--- src/rtl/fb_pkg.sv ---
`default_nettype none
// ============================================================================
// Package  : fb_pkg
// Purpose  : Shared types and helpers for the framebuffer arbiter.
//            - fb_state_t : prefetch state (IDLE / RUN / DONE)
//            - PIX_W      : pixel width (RRRGGGBB)
//            - frame_size : visible pixels per frame, usable in localparams
// Revision : 1.0 - initial release
// ============================================================================
package fb_pkg;

    localparam int PIX_W = 8;

    typedef enum logic [1:0] {
        IDLE = 2'd0,
        RUN  = 2'd1,
        DONE = 2'd2
    } fb_state_t;

    function automatic int frame_size(input int h_active, input int v_active);
        return h_active * v_active;
    endfunction

endpackage
`default_nettype wire

--- src/rtl/fb_arbiter_if.sv ---
`default_nettype none
// ============================================================================
// Interface : fb_arbiter_if
// Purpose   : Bundles the pixel stream, writer handshake and RAM port of the
//             framebuffer arbiter.
//             slave  modport : arbiter side
//             master modport : environment side (display, writer, RAM)
// Signals   : frame_start, pix_ready, pix_data, underflow,
//             wr_valid, wr_ready, wr_addr, wr_data,
//             mem_addr, mem_we, mem_wdata, mem_rdata
// Revision  : 1.0 - initial release
// ============================================================================
interface fb_arbiter_if
    import fb_pkg::*;
#(
    parameter int ADDR_W = 19
);
    // Display side
    logic              frame_start;
    logic              pix_ready;
    logic [PIX_W-1:0]  pix_data;
    logic              underflow;
    // Writer side
    logic              wr_valid;
    logic              wr_ready;
    logic [ADDR_W-1:0] wr_addr;
    logic [PIX_W-1:0]  wr_data;
    // RAM side
    logic [ADDR_W-1:0] mem_addr;
    logic              mem_we;
    logic [PIX_W-1:0]  mem_wdata;
    logic [PIX_W-1:0]  mem_rdata;

    modport slave (
        input  frame_start, pix_ready, wr_valid, wr_addr, wr_data, mem_rdata,
        output pix_data, underflow, wr_ready, mem_addr, mem_we, mem_wdata
    );

    modport master (
        output frame_start, pix_ready, wr_valid, wr_addr, wr_data, mem_rdata,
        input  pix_data, underflow, wr_ready, mem_addr, mem_we, mem_wdata
    );

endinterface
`default_nettype wire

--- src/rtl/fb_fifo.sv ---
`default_nettype none
// ============================================================================
// Module   : fb_fifo
// Purpose  : Synchronous show-ahead FIFO; dout always presents the head entry.
//            clear empties the FIFO and wins over push/pop in the same cycle.
// Ports    : clk, rst (async, active-high)
//            push/din  - write one entry (ignored when full without a pop)
//            pop       - drop the head entry (ignored when empty)
//            clear     - synchronous flush
//            dout      - head entry (undefined content when empty)
//            count     - number of stored entries, empty - count == 0
// Revision : 1.0 - initial release
// ============================================================================
module fb_fifo #(
    parameter  int DEPTH = 16,
    parameter  int WIDTH = 8,
    localparam int CNT_W = $clog2(DEPTH) + 1
) (
    input  wire logic             clk,
    input  wire logic             rst,
    input  wire logic             push,
    input  wire logic             pop,
    input  wire logic             clear,
    input  wire logic [WIDTH-1:0] din,
    output logic      [WIDTH-1:0] dout,
    output logic      [CNT_W-1:0] count,
    output logic                  empty
);

    localparam int               PTR_W   = $clog2(DEPTH);
    localparam logic [CNT_W-1:0] c_depth = CNT_W'(DEPTH);

    logic [WIDTH-1:0] mem [DEPTH];

    logic [PTR_W-1:0] wr_ptr_q, wr_ptr_d;
    logic [PTR_W-1:0] rd_ptr_q, rd_ptr_d;
    logic [CNT_W-1:0] count_q, count_d;
    logic             w_do_push;
    logic             w_do_pop;

    always_comb begin
        w_do_pop  = pop && (count_q != '0);
        // A full FIFO can still accept a push when the head leaves this cycle.
        w_do_push = push && ((count_q != c_depth) || w_do_pop);

        wr_ptr_d = wr_ptr_q;
        rd_ptr_d = rd_ptr_q;
        count_d  = count_q;

        if (clear) begin
            wr_ptr_d = '0;
            rd_ptr_d = '0;
            count_d  = '0;
        end else begin
            if (w_do_push) begin
                wr_ptr_d = wr_ptr_q + PTR_W'(1);
            end
            if (w_do_pop) begin
                rd_ptr_d = rd_ptr_q + PTR_W'(1);
            end
            case ({w_do_push, w_do_pop})
                2'b10:   count_d = count_q + CNT_W'(1);
                2'b01:   count_d = count_q - CNT_W'(1);
                default: count_d = count_q;
            endcase
        end
    end

    always_ff @(posedge clk or posedge rst) begin
        if (rst) begin
            wr_ptr_q <= '0;
            rd_ptr_q <= '0;
            count_q  <= '0;
        end else begin
            wr_ptr_q <= wr_ptr_d;
            rd_ptr_q <= rd_ptr_d;
            count_q  <= count_d;
        end
    end

    // Storage needs no reset: nothing is read before it has been written.
    always_ff @(posedge clk) begin
        if (w_do_push && !clear) begin
            mem[wr_ptr_q] <= din;
        end
    end

    assign dout  = mem[rd_ptr_q];
    assign count = count_q;
    assign empty = (count_q == '0);

endmodule
`default_nettype wire

--- src/rtl/fb_arbiter.sv ---
`default_nettype none
// ============================================================================
// Module   : fb_arbiter
// Purpose  : Shares one single-port pixel RAM between linear frame prefetch
//            (feeding a show-ahead FIFO for scanout) and a drawing-engine
//            writer. The writer gets every cycle the prefetch does not need,
//            plus a forced slot after STARVE_MAX refused cycles when the FIFO
//            has at least two pixels of margin.
// Ports    : clk, rst (async, active-high)
//            bus (fb_arbiter_if.slave) : pixel stream, writer handshake, RAM
//            underflow_count [15:0]    : only with FB_ARBITER_STATS_EN defined
// Config   : FB_ARBITER_STATS_EN - adds the saturating underflow counter
// Revision : 1.0 - initial release
// ============================================================================
module fb_arbiter
    import fb_pkg::*;
#(
    parameter int H_ACTIVE   = 640,
    parameter int V_ACTIVE   = 480,
    parameter int ADDR_W     = 19,
    parameter int FIFO_DEPTH = 16,
    parameter int STARVE_MAX = 8
) (
    input  wire logic   clk,
    input  wire logic   rst,
    fb_arbiter_if.slave bus
`ifdef FB_ARBITER_STATS_EN
    ,
    output logic [15:0] underflow_count
`endif
);

    localparam int CNT_W = $clog2(FIFO_DEPTH) + 1;
    localparam int SW    = (STARVE_MAX < 1) ? 1 : $clog2(STARVE_MAX + 1);

    localparam logic [CNT_W-1:0]  c_depth      = CNT_W'(FIFO_DEPTH);
    localparam logic [CNT_W-1:0]  c_min_margin = CNT_W'(2);
    localparam logic [SW-1:0]     c_starve_max = SW'(STARVE_MAX);
    localparam logic [ADDR_W-1:0] c_last_addr  = ADDR_W'(frame_size(H_ACTIVE, V_ACTIVE) - 1);

    // ------------------------------------------------------------------
    // Registered state
    // ------------------------------------------------------------------
    fb_state_t         state_q, state_d;
    logic [ADDR_W-1:0] fetch_addr_q, fetch_addr_d;
    logic              inflight_q, inflight_d;
    logic              underflow_q, underflow_d;
    logic [SW-1:0]     starve_q, starve_d;

    // ------------------------------------------------------------------
    // FIFO
    // ------------------------------------------------------------------
    logic [PIX_W-1:0] w_fifo_dout;
    logic [CNT_W-1:0] w_fifo_count;
    logic             w_fifo_empty;
    logic             w_fifo_push;
    logic             w_fifo_pop;

    // Read data of a fetch issued before frame_start belongs to the old frame.
    assign w_fifo_push = inflight_q && !bus.frame_start;
    assign w_fifo_pop  = bus.pix_ready && !w_fifo_empty;

    fb_fifo #(
        .DEPTH (FIFO_DEPTH),
        .WIDTH (PIX_W)
    ) u_fifo (
        .clk   (clk),
        .rst   (rst),
        .push  (w_fifo_push),
        .pop   (w_fifo_pop),
        .clear (bus.frame_start),
        .din   (bus.mem_rdata),
        .dout  (w_fifo_dout),
        .count (w_fifo_count),
        .empty (w_fifo_empty)
    );

    // ------------------------------------------------------------------
    // Port arbitration
    // ------------------------------------------------------------------
    logic [CNT_W-1:0] w_fill;
    logic             w_fetch_elig;
    logic             w_writer_turn;
    logic             w_fetch;
    logic             w_pix_starved;

    always_comb begin
        // Counting the in-flight read keeps the FIFO from ever overflowing.
        w_fill        = w_fifo_count + CNT_W'(inflight_q);
        w_fetch_elig  = (state_q == RUN) && (w_fill < c_depth);
        w_writer_turn = (starve_q == c_starve_max) && (w_fill >= c_min_margin);
        // No fetch during frame_start: the address restarts at 0 next cycle.
        w_fetch       = w_fetch_elig && !w_writer_turn && !bus.frame_start;
        w_pix_starved = bus.pix_ready && w_fifo_empty;
    end

    assign bus.wr_ready  = !w_fetch;
    assign bus.mem_we    = !w_fetch && bus.wr_valid;
    assign bus.mem_addr  = w_fetch ? fetch_addr_q : bus.wr_addr;
    assign bus.mem_wdata = bus.wr_data;
    assign bus.pix_data  = w_fifo_empty ? '0 : w_fifo_dout;
    assign bus.underflow = underflow_q;

    // ------------------------------------------------------------------
    // Next-state logic
    // ------------------------------------------------------------------
    always_comb begin
        state_d      = state_q;
        fetch_addr_d = fetch_addr_q;
        inflight_d   = w_fetch;
        underflow_d  = underflow_q;
        starve_d     = starve_q;

        if (bus.frame_start) begin
            state_d      = RUN;
            fetch_addr_d = '0;
            inflight_d   = 1'b0;
            underflow_d  = 1'b0;
        end else begin
            if (w_fetch) begin
                fetch_addr_d = fetch_addr_q + ADDR_W'(1);
                if (fetch_addr_q == c_last_addr) begin
                    state_d = DONE;
                end
            end
            if (w_pix_starved) begin
                underflow_d = 1'b1;
            end
        end

        if (bus.wr_valid) begin
            if (bus.wr_ready) begin
                starve_d = '0;
            end else if (starve_q != c_starve_max) begin
                starve_d = starve_q + SW'(1);
            end
        end
    end

    always_ff @(posedge clk or posedge rst) begin
        if (rst) begin
            state_q      <= IDLE;
            fetch_addr_q <= '0;
            inflight_q   <= 1'b0;
            underflow_q  <= 1'b0;
            starve_q     <= '0;
        end else begin
            state_q      <= state_d;
            fetch_addr_q <= fetch_addr_d;
            inflight_q   <= inflight_d;
            underflow_q  <= underflow_d;
            starve_q     <= starve_d;
        end
    end

`ifdef FB_ARBITER_STATS_EN
    // Lifetime counter: only rst clears it, frame_start does not.
    logic [15:0] uf_cnt_q, uf_cnt_d;

    always_comb begin
        uf_cnt_d = uf_cnt_q;
        if (w_pix_starved && (uf_cnt_q != 16'hFFFF)) begin
            uf_cnt_d = uf_cnt_q + 16'd1;
        end
    end

    always_ff @(posedge clk or posedge rst) begin
        if (rst) begin
            uf_cnt_q <= '0;
        end else begin
            uf_cnt_q <= uf_cnt_d;
        end
    end

    assign underflow_count = uf_cnt_q;
`endif

endmodule
`default_nettype wire
--- src/flat_wrapper.sv ---
// flat-port wrapper written by rule: the top's interface ports become plain ports
module fb_arbiter_flat import fb_pkg::*;
#(
    parameter int H_ACTIVE   = 640,
    parameter int V_ACTIVE   = 480,
    parameter int ADDR_W     = 19,
    parameter int FIFO_DEPTH = 16,
    parameter int STARVE_MAX = 8
)
  (clk, rst, bus_frame_start, bus_pix_ready, bus_wr_valid, bus_wr_addr, bus_wr_data, bus_mem_rdata, bus_pix_data, bus_underflow, bus_wr_ready, bus_mem_addr, bus_mem_we, bus_mem_wdata);
  fb_arbiter_if #(.ADDR_W(ADDR_W)) bus_i ();
  input  wire logic clk;
  input  wire logic rst;
  input wire logic [$bits(bus_i.frame_start)-1:0] bus_frame_start;
  input wire logic [$bits(bus_i.pix_ready)-1:0] bus_pix_ready;
  input wire logic [$bits(bus_i.wr_valid)-1:0] bus_wr_valid;
  input wire logic [$bits(bus_i.wr_addr)-1:0] bus_wr_addr;
  input wire logic [$bits(bus_i.wr_data)-1:0] bus_wr_data;
  input wire logic [$bits(bus_i.mem_rdata)-1:0] bus_mem_rdata;
  output wire logic [$bits(bus_i.pix_data)-1:0] bus_pix_data;
  output wire logic [$bits(bus_i.underflow)-1:0] bus_underflow;
  output wire logic [$bits(bus_i.wr_ready)-1:0] bus_wr_ready;
  output wire logic [$bits(bus_i.mem_addr)-1:0] bus_mem_addr;
  output wire logic [$bits(bus_i.mem_we)-1:0] bus_mem_we;
  output wire logic [$bits(bus_i.mem_wdata)-1:0] bus_mem_wdata;
  assign bus_i.frame_start = bus_frame_start;
  assign bus_i.pix_ready = bus_pix_ready;
  assign bus_i.wr_valid = bus_wr_valid;
  assign bus_i.wr_addr = bus_wr_addr;
  assign bus_i.wr_data = bus_wr_data;
  assign bus_i.mem_rdata = bus_mem_rdata;
  assign bus_pix_data = bus_i.pix_data;
  assign bus_underflow = bus_i.underflow;
  assign bus_wr_ready = bus_i.wr_ready;
  assign bus_mem_addr = bus_i.mem_addr;
  assign bus_mem_we = bus_i.mem_we;
  assign bus_mem_wdata = bus_i.mem_wdata;
  fb_arbiter #(.H_ACTIVE(H_ACTIVE), .V_ACTIVE(V_ACTIVE), .ADDR_W(ADDR_W), .FIFO_DEPTH(FIFO_DEPTH), .STARVE_MAX(STARVE_MAX)) u_core (.clk(clk), .rst(rst), .bus(bus_i));
endmodule
--- config.mk ---
export PLATFORM = sky130hd
export DESIGN_NAME = fb_arbiter_flat
export DESIGN_NICKNAME = d
export VERILOG_FILES = /design/src/rtl/fb_pkg.sv /design/src/rtl/fb_arbiter_if.sv /design/src/rtl/fb_fifo.sv /design/src/rtl/fb_arbiter.sv /design/src/flat_wrapper.sv
export SDC_FILE = /design/constraint.sdc
export NUM_CORES = 1
export LEC_CHECK = 0
export BUFFER_PORTS_ARGS = -buffer_cell sky130_fd_sc_hd__buf_2
export CAP_MARGIN = 20
export CELL_PAD_IN_SITES_DETAIL_PLACEMENT = 1
export CELL_PAD_IN_SITES_GLOBAL_PLACEMENT = 1
export CORE_ASPECT_RATIO = 1.2
export CORE_MARGIN = 4
export CORE_UTILIZATION = 53
export CTS_BUF_LIST = sky130_fd_sc_hd__clkbuf_8 sky130_fd_sc_hd__clkbuf_16
export DETAILED_ROUTE_END_ITERATION = 7
export PLACE_DENSITY = 0.83
export SKIP_LAST_GASP = 1
export SYNTH_ARGS = -nofsm -noshare
export SYNTH_HDL_FRONTEND = slang
export SYNTH_SLANG_ARGS = --single-unit
--- constraint.sdc ---
create_clock -name clk -period 4.8 [get_ports clk]
set_input_delay 0.72 -clock clk [delete_from_list [all_inputs] [get_ports clk]]
set_output_delay 0.72 -clock clk [all_outputs]
set_load 0.005 [all_outputs]
### Yosys cells after proc, flatten, opt, wreduce, memory -nomap -nowiden

Memories as Yosys holds them, arrays and structs flattened.
Index checks and enable logic that the tools add are counted.

| word-level totals | value |
|---|---|
| flip-flop bits (word level) | 40 |
| bits in latches | 0 |
| memory bits (writable) | 128 |
| ROM bits | 0 |
| bits of input ports | 40 |
| memories | 1 |

Memories:

| memory | words | bits a word | read ports | clocked after Yosys merged registers in | write ports | line | RTL |
|---|---|---|---|---|---|---|---|
| u_core.u_fifo.mem | 16 | 8 | 1 | 0 | 1 | fb_fifo.sv:33 | `logic [WIDTH-1:0] mem [DEPTH];` |

| cells by class | value |
|---|---|
| add/subtract/negate cells | 7 |
| multiply operators | 0 |
| divide/modulo/power cells | 0 |
| order comparisons | 2 |
| equal/unequal tests | 8 |
| shift operators | 0 |
| multiplexer cells | 20 |
| bitwise logic cells | 0 |
| reductions and logical operators | 26 |

Operators by type and width:

| operator | number |
|---|---|
| $mux 19 | 3 |
| $mux 4 | 6 |
| $add 19x1->19 const B | 1 |
| $eq 19x19->1 const B | 1 |
| $add 4x1->4 const B | 3 |
| $logic_and 1x1->1 | 11 |
| $pmux 5 s2 | 1 |
| $reduce_bool 2->1 | 5 |
| $mux 8 | 1 |
| $mux 2 | 3 |
| $add 5x1->5 | 1 |
| $add 5x1->5 const B | 1 |
| $ge 5x2->1 const B | 1 |
| $logic_not 5->1 | 1 |
| $lt 5x5->1 const B | 1 |
| $mux 1 | 5 |
| $mux 5 | 1 |
| $ne 5x5->1 const B | 1 |
| $reduce_bool 5->1 | 1 |
| $sub 5x1->5 const B | 1 |
| $eq 2x1->1 const B | 2 |
| $eq 4x4->1 const B | 1 |
| $logic_not 1->1 | 4 |
| $ne 4x4->1 const B | 1 |
| 5 further kinds | 6 |

### Logic depth before layout (Yosys ltp)

| depth | value |
|---|---|
| depth in word-level cells | 9 |
| mapped depth | 10 |
| depth with buffers taken out | 9 |

### Hierarchy

A second synthesis with hierarchy kept.

| unflattened totals | value |
|---|---|
| cell total of the unflattened synthesis | 494 |
| area total of the unflattened synthesis | 7,717.4 µm² |

Modules (own cells, without submodules):

| module | times used | cells an instance | area an instance (µm²) | sequential area each (µm²) |
|---|---|---|---|---|
| fb_fifo | 1 | 293 | 5,850.6 | 4,169.0 |
| fb_arbiter | 1 | 201 | 1,866.8 | 675.6 |

### Worst setup path before layout

No wires, ideal clock.

| timing | value |
|---|---|
| kind | register to output |
| start point | register u_core.u_fifo.count_q[0] (netlist: u_core.u_fifo.count[0]) |
| end point | output bus_mem_addr[11] |
| arrival time | 2.346 ns |
| path slack | 1.734 ns |
| stages on the path, launching flop included | 9 |
| buffers on the path | 2 |
| path through | dfrtp_1 > ha_1 > ha_1 > nor4_1 > or2_2 > buf_2 > o211ai_2 > buf_2 > mux2_2 |

| between the ends | value |
|---|---|
| longest elaborated chain between the ends | 7 |

Ends and longest elaborated chain:

| element | line | RTL |
|---|---|---|
| from (decl) | fb_fifo.sv:37 | `logic [CNT_W-1:0] count_q, count_d;` |
| from (signal assigned) | fb_fifo.sv:77 | `count_q <= count_d;` |
| $add 5x1->5 * | fb_arbiter.sv:89 | `w_fill = w_fifo_count + CNT_W'(inflight_q);` |
| $ge 5x2->1 | fb_arbiter.sv:91 | `w_writer_turn = (starve_q == c_starve_max) && (w_fill >= c_min_margin);` |
| $logic_and 1x1->1 | fb_arbiter.sv:91 |  |
| $logic_not 1->1 | fb_arbiter.sv:93 | `w_fetch = w_fetch_elig && !w_writer_turn && !bus.frame_start;` |
| $logic_and 1x1->1 * (2 in series) | fb_arbiter.sv:93 |  |
| $mux 19 * | fb_arbiter.sv:99 | `assign bus.mem_addr = w_fetch ? fetch_addr_q : bus.wr_addr;` |
| to (decl) | flat_wrapper.sv:23 | `output wire logic [$bits(bus_i.mem_addr)-1:0] bus_mem_addr;` |

Every way passes the cells marked *; elsewhere a longest branch is shown, timed or not.

### Worst setup path in the final report

| timing | value |
|---|---|
| start point | register u_core.inflight_q |
| end point | output bus_mem_addr[15] |

| between the ends | value |
|---|---|
| longest elaborated chain between the ends | 7 |

Ends and longest elaborated chain:

| element | line | RTL |
|---|---|---|
| from (decl) | fb_arbiter.sv:46 | `logic inflight_q, inflight_d;` |
| from (signal assigned) | fb_arbiter.sv:150 | `inflight_q <= inflight_d;` |
| $add 5x1->5 * | fb_arbiter.sv:89 |  |
| $ge 5x2->1 | fb_arbiter.sv:91 |  |
| $logic_and 1x1->1 | fb_arbiter.sv:91 |  |
| $logic_not 1->1 | fb_arbiter.sv:93 |  |
| $logic_and 1x1->1 * (2 in series) | fb_arbiter.sv:93 |  |
| $mux 19 * | fb_arbiter.sv:99 |  |

Marks and branches as above.

==> impl_summary.md <==
Setup path
The critical path capture point type is a primary output. The startpoint class of the critical path is a flop. The reg-to-reg endpoint is u_core.u_fifo.count[4]. For the worst flop-to-flop path, the logic depth is 9.

The startpoint of the most critical register-to-register path is u_core.u_fifo.count[0]. The setup check on the worst reg-to-reg path leaves a slack of 1.45 ns. The worst endpoint data arrival time is between 3 and 4 ns. For the worst setup path, the data required time is 4.08 ns. The classification of the worst setup path is reg -> out.

The largest fanout of any net on the critical path is 10.

Synth
The cell with the most instances after synthesis is sky130_fd_sc_hd__edfxtp_1. The net count after synthesis is 532. The part of the Yosys area used for sequential elements is between 60% and 70%. The commonest cells after synthesis are sky130_fd_sc_hd__edfxtp_1 (128), sky130_fd_sc_hd__dfrtp_1 (40), sky130_fd_sc_hd__mux4_2 (40). Among all flip-flop cells after synthesis, the most frequent one is sky130_fd_sc_hd__edfxtp_1. After synthesis, the cell types taking the most area are sky130_fd_sc_hd__edfxtp_1 (51%), sky130_fd_sc_hd__dfrtp_1 (13%), sky130_fd_sc_hd__mux4_2 (12%), sky130_fd_sc_hd__mux2_2 (3.1%), sky130_fd_sc_hd__ha_1 (2.2%). The library cell with the largest summed area after synthesis is sky130_fd_sc_hd__edfxtp_1. In this run the cell area of the synthesized design comes to approximately 7500 um2. For this run, the number of Yosys warnings is 0. The number of enable flip-flop cells after synthesis is about 130. The top-area cell type share of the netlist area is between 50 and 60%. The number of distinct standard cells referenced by the synthesized netlist is 53.

The gate count of the mapped netlist is 478. The mean post-synth cell area is 15.77 um2. The number of flip-flops and latches in the synthesized netlist is 168. The async set-or-reset flop fraction in the synthesized netlist is 23.81%.

Clock network
After clock tree synthesis, the clock-pin slew on the worst setup and hold paths is 0.07 ns. The number of H-tree levels is 4. The number of buffers added to fix hold violations after cts is 0. No sink is reached through more buffers than the 2 on the longest clock path. The clock latency at the later pin of the worst-skew pair is between 0.4 and 0.5 ns. Post-CTS repair changed the size of 0 cells. The clock drives roughly 170 sinks. The clock buffer count from CTS is 17.

The root buffer selected by CTS is sky130_fd_sc_hd__clkbuf_16. The total setup buffers inserted after CTS is 0. TritonCTS built the clock tree.

Power
The power per cell area is around 460 nW/um2. The worst voltage drop across the vdd grid is 315.1 uV. The leakage power summed over all cells is roughly 3.1 nW.

Timing
Setup violations remaining at the end of the flow were counted as 0. Counting I/O delays and the setup requirement, the final critical path takes ~4.1 ns. The final hold violation count is 0. Timing would allow up to 244.1 MHz. The number of pins exceeding their max-slew limit in the final report was 0.

After layout, the worst path uses between 80 and 90% of the clock period. Setup repair after global routing left no endpoint under its margin. The clock skew is roughly 0.012 ns. Headroom to the max-slew limit came out at 29.14%. The total negative slack is 0 ns.

For the pin with the worst max-slew slack, the measured transition is 1.059 ns.

Placement
At the end of routability-driven placement, the weighted congestion stood at ~0.84. The count of buffers added on input and output ports is 61. After legalization and detailed placement, the total HPWL measured 11,890 um.

Global routing
The via count of the first global-routing pass is 4,729. The number of antenna violations at the first check in global routing is 0. The wire length of the first global-routing pass is 27,660 um. Summed over all layers, the global routing overflow is 0. Across every metal layer, demand over resource in global routing totals 23.37%. The maximum number of pins on one net before global-route repair is 41.

Floorplan
The starting utilization of the core area is 54.31%. Measured along the x axis, the die boundary spans ~120 um. The die covers 16,200 um2. The number of standard-cell rows in the floorplan is 47.

After floorplanning, the core was sized to cover 13,880 um2. For this design the top-level I/O count stands at between 70 and 80. The die boundary height is roughly 140 um.

Hold path
The worst hold path belongs to the class in -> async.

Run status
The run finished with clean final reports.

Detailed routing
Dividing the detail-routed wire length by the instance count gives 24.07 um. The vias after detailed routing is 4,392. The detail route stage leaves a number of antenna-violating nets equal to 0. The final routed DRC violation total is 0.

The total iterations of the first detailed-routing run is 4. The overall routed net length is approximately 17,000 um. For this block, the initial DRC count from the detailed router was 309. The via density per instance is 6.066.

Flow run
The number of max-cap violations is 0.

Final layout
The final design utilization is 62.15%. The layout-stage area growth over the synthesis result is 14.44%. The layout cell share with drive strength beyond 1 is roughly a third. The number of inserted diodes is 0. The net count reported at finish is 594.
## layout make-up
class	instances	area, um2
clock buffer	17	425.4
sequential	168	4847
inverter	13	48.80
clock inverter	15	180.2
timing repair buffer	75	425.4
fill	1270	5253
multi-input combinational	265	2485
tap	171	214.0
## per-stage QoR
stage          worst slack [ns]  power, mW  std cells  area (um2)  hold WS [ns]
2_1_floorplan             1.734      2.354        478        7537        0.4498
3_3_place_gp              1.251      2.587        688        7975        0.4681
3_5_place_dp              1.148      2.630        692        8020        0.4702
4_1_cts                  0.6755      4.032        724        8626        0.4292
5_1_grt                  0.4981      4.193        724        8626        0.4490
6_report                 0.7035      3.992        724        8626        0.4140
## cells in the final DEF (no fill, tap or decap), types with 15 or more instances in the layout
cell | Yosys | final
sky130_fd_sc_hd__clkbuf_16 | 0 | 17
sky130_fd_sc_hd__nand2_1 | 15 | 15
sky130_fd_sc_hd__o21ai_0 | 16 | 16
sky130_fd_sc_hd__dfrtp_1 | 40 | 38
sky130_fd_sc_hd__a21oi_1 | 17 | 17
sky130_fd_sc_hd__buf_2 | 6 | 61
sky130_fd_sc_hd__nor2_1 | 32 | 32
sky130_fd_sc_hd__edfxtp_1 | 128 | 128
sky130_fd_sc_hd__mux4_2 | 40 | 40
sky130_fd_sc_hd__mux2_2 | 21 | 21
## power by group
group | internal [mW] | switching, mW | total (mW) | leakage [nW]
Clock | 0.789 | 0.599 | 1.39 | 0.300
Combinational | 0.439 | 0.403 | 0.842 | 1.14
Sequential | 1.63 | 0.132 | 1.76 | 1.69
## worst max path at each step
stage                           start                to  slack (ns)
2_1_floorplan  u_core.u_fifo.count[0]  bus_mem_addr[11]        1.73
3_3_place_gp        u_core.inflight_q  bus_mem_addr[16]        1.25
3_5_place_dp        u_core.inflight_q  bus_mem_addr[15]        1.15
4_1_cts             u_core.inflight_q  bus_mem_addr[15]        0.68
5_1_grt             u_core.inflight_q  bus_mem_addr[16]        0.50
6_report            u_core.inflight_q  bus_mem_addr[15]        0.70
## critical path: stages (launching register included)
cell and delay, ns:
sky130_fd_sc_hd__dfrtp_1 0.49, sky130_fd_sc_hd__ha_1 0.26, sky130_fd_sc_hd__ha_1 0.35, sky130_fd_sc_hd__nor4_1 0.06
sky130_fd_sc_hd__or2_2 0.39, sky130_fd_sc_hd__o211ai_2 0.49, sky130_fd_sc_hd__clkinv_1 0.42, sky130_fd_sc_hd__mux2_2 0.37
sky130_fd_sc_hd__buf_2 0.13
## cells by family (layout without fill, tap and decap cells)
family | count (synthesis) | after routing | share of synthesized area, %
AOI/OAI and AO/OA | 64 | 64 | 5.860
xor gates and xnor gates | 12 | 12 | 1.395
adders and majority gates | 14 | 14 | 2.424
buffers and inverters | 45 | 120 | 2.756
DFF | 168 | 168 | 64.28
muxes | 64 | 64 | 15.49
and+or+nand+nor | 111 | 111 | 7.802
## sequential cells by signal (all words and copies together), names as in the netlist
name	count
u_core.bus.underflow	1
u_core.fetch_addr_q	19
u_core.inflight_q	1
u_core.starve_q	4
u_core.state_q	2
u_core.u_fifo.count	5
u_core.u_fifo.mem	128
u_core.u_fifo.rd_ptr_q	4
u_core.u_fifo.wr_ptr_q	4
## per-layer routing
layer	vias up	wire [um]	GRT usage, %
li1	1971	-	-
met1	2282	6659	27.75
met2	117	9705	41.44
met3	22	758	5.631
met4	0	304	7.186
met5	-	0	0
No activity file was read; power rests on OpenSTA's default activity.
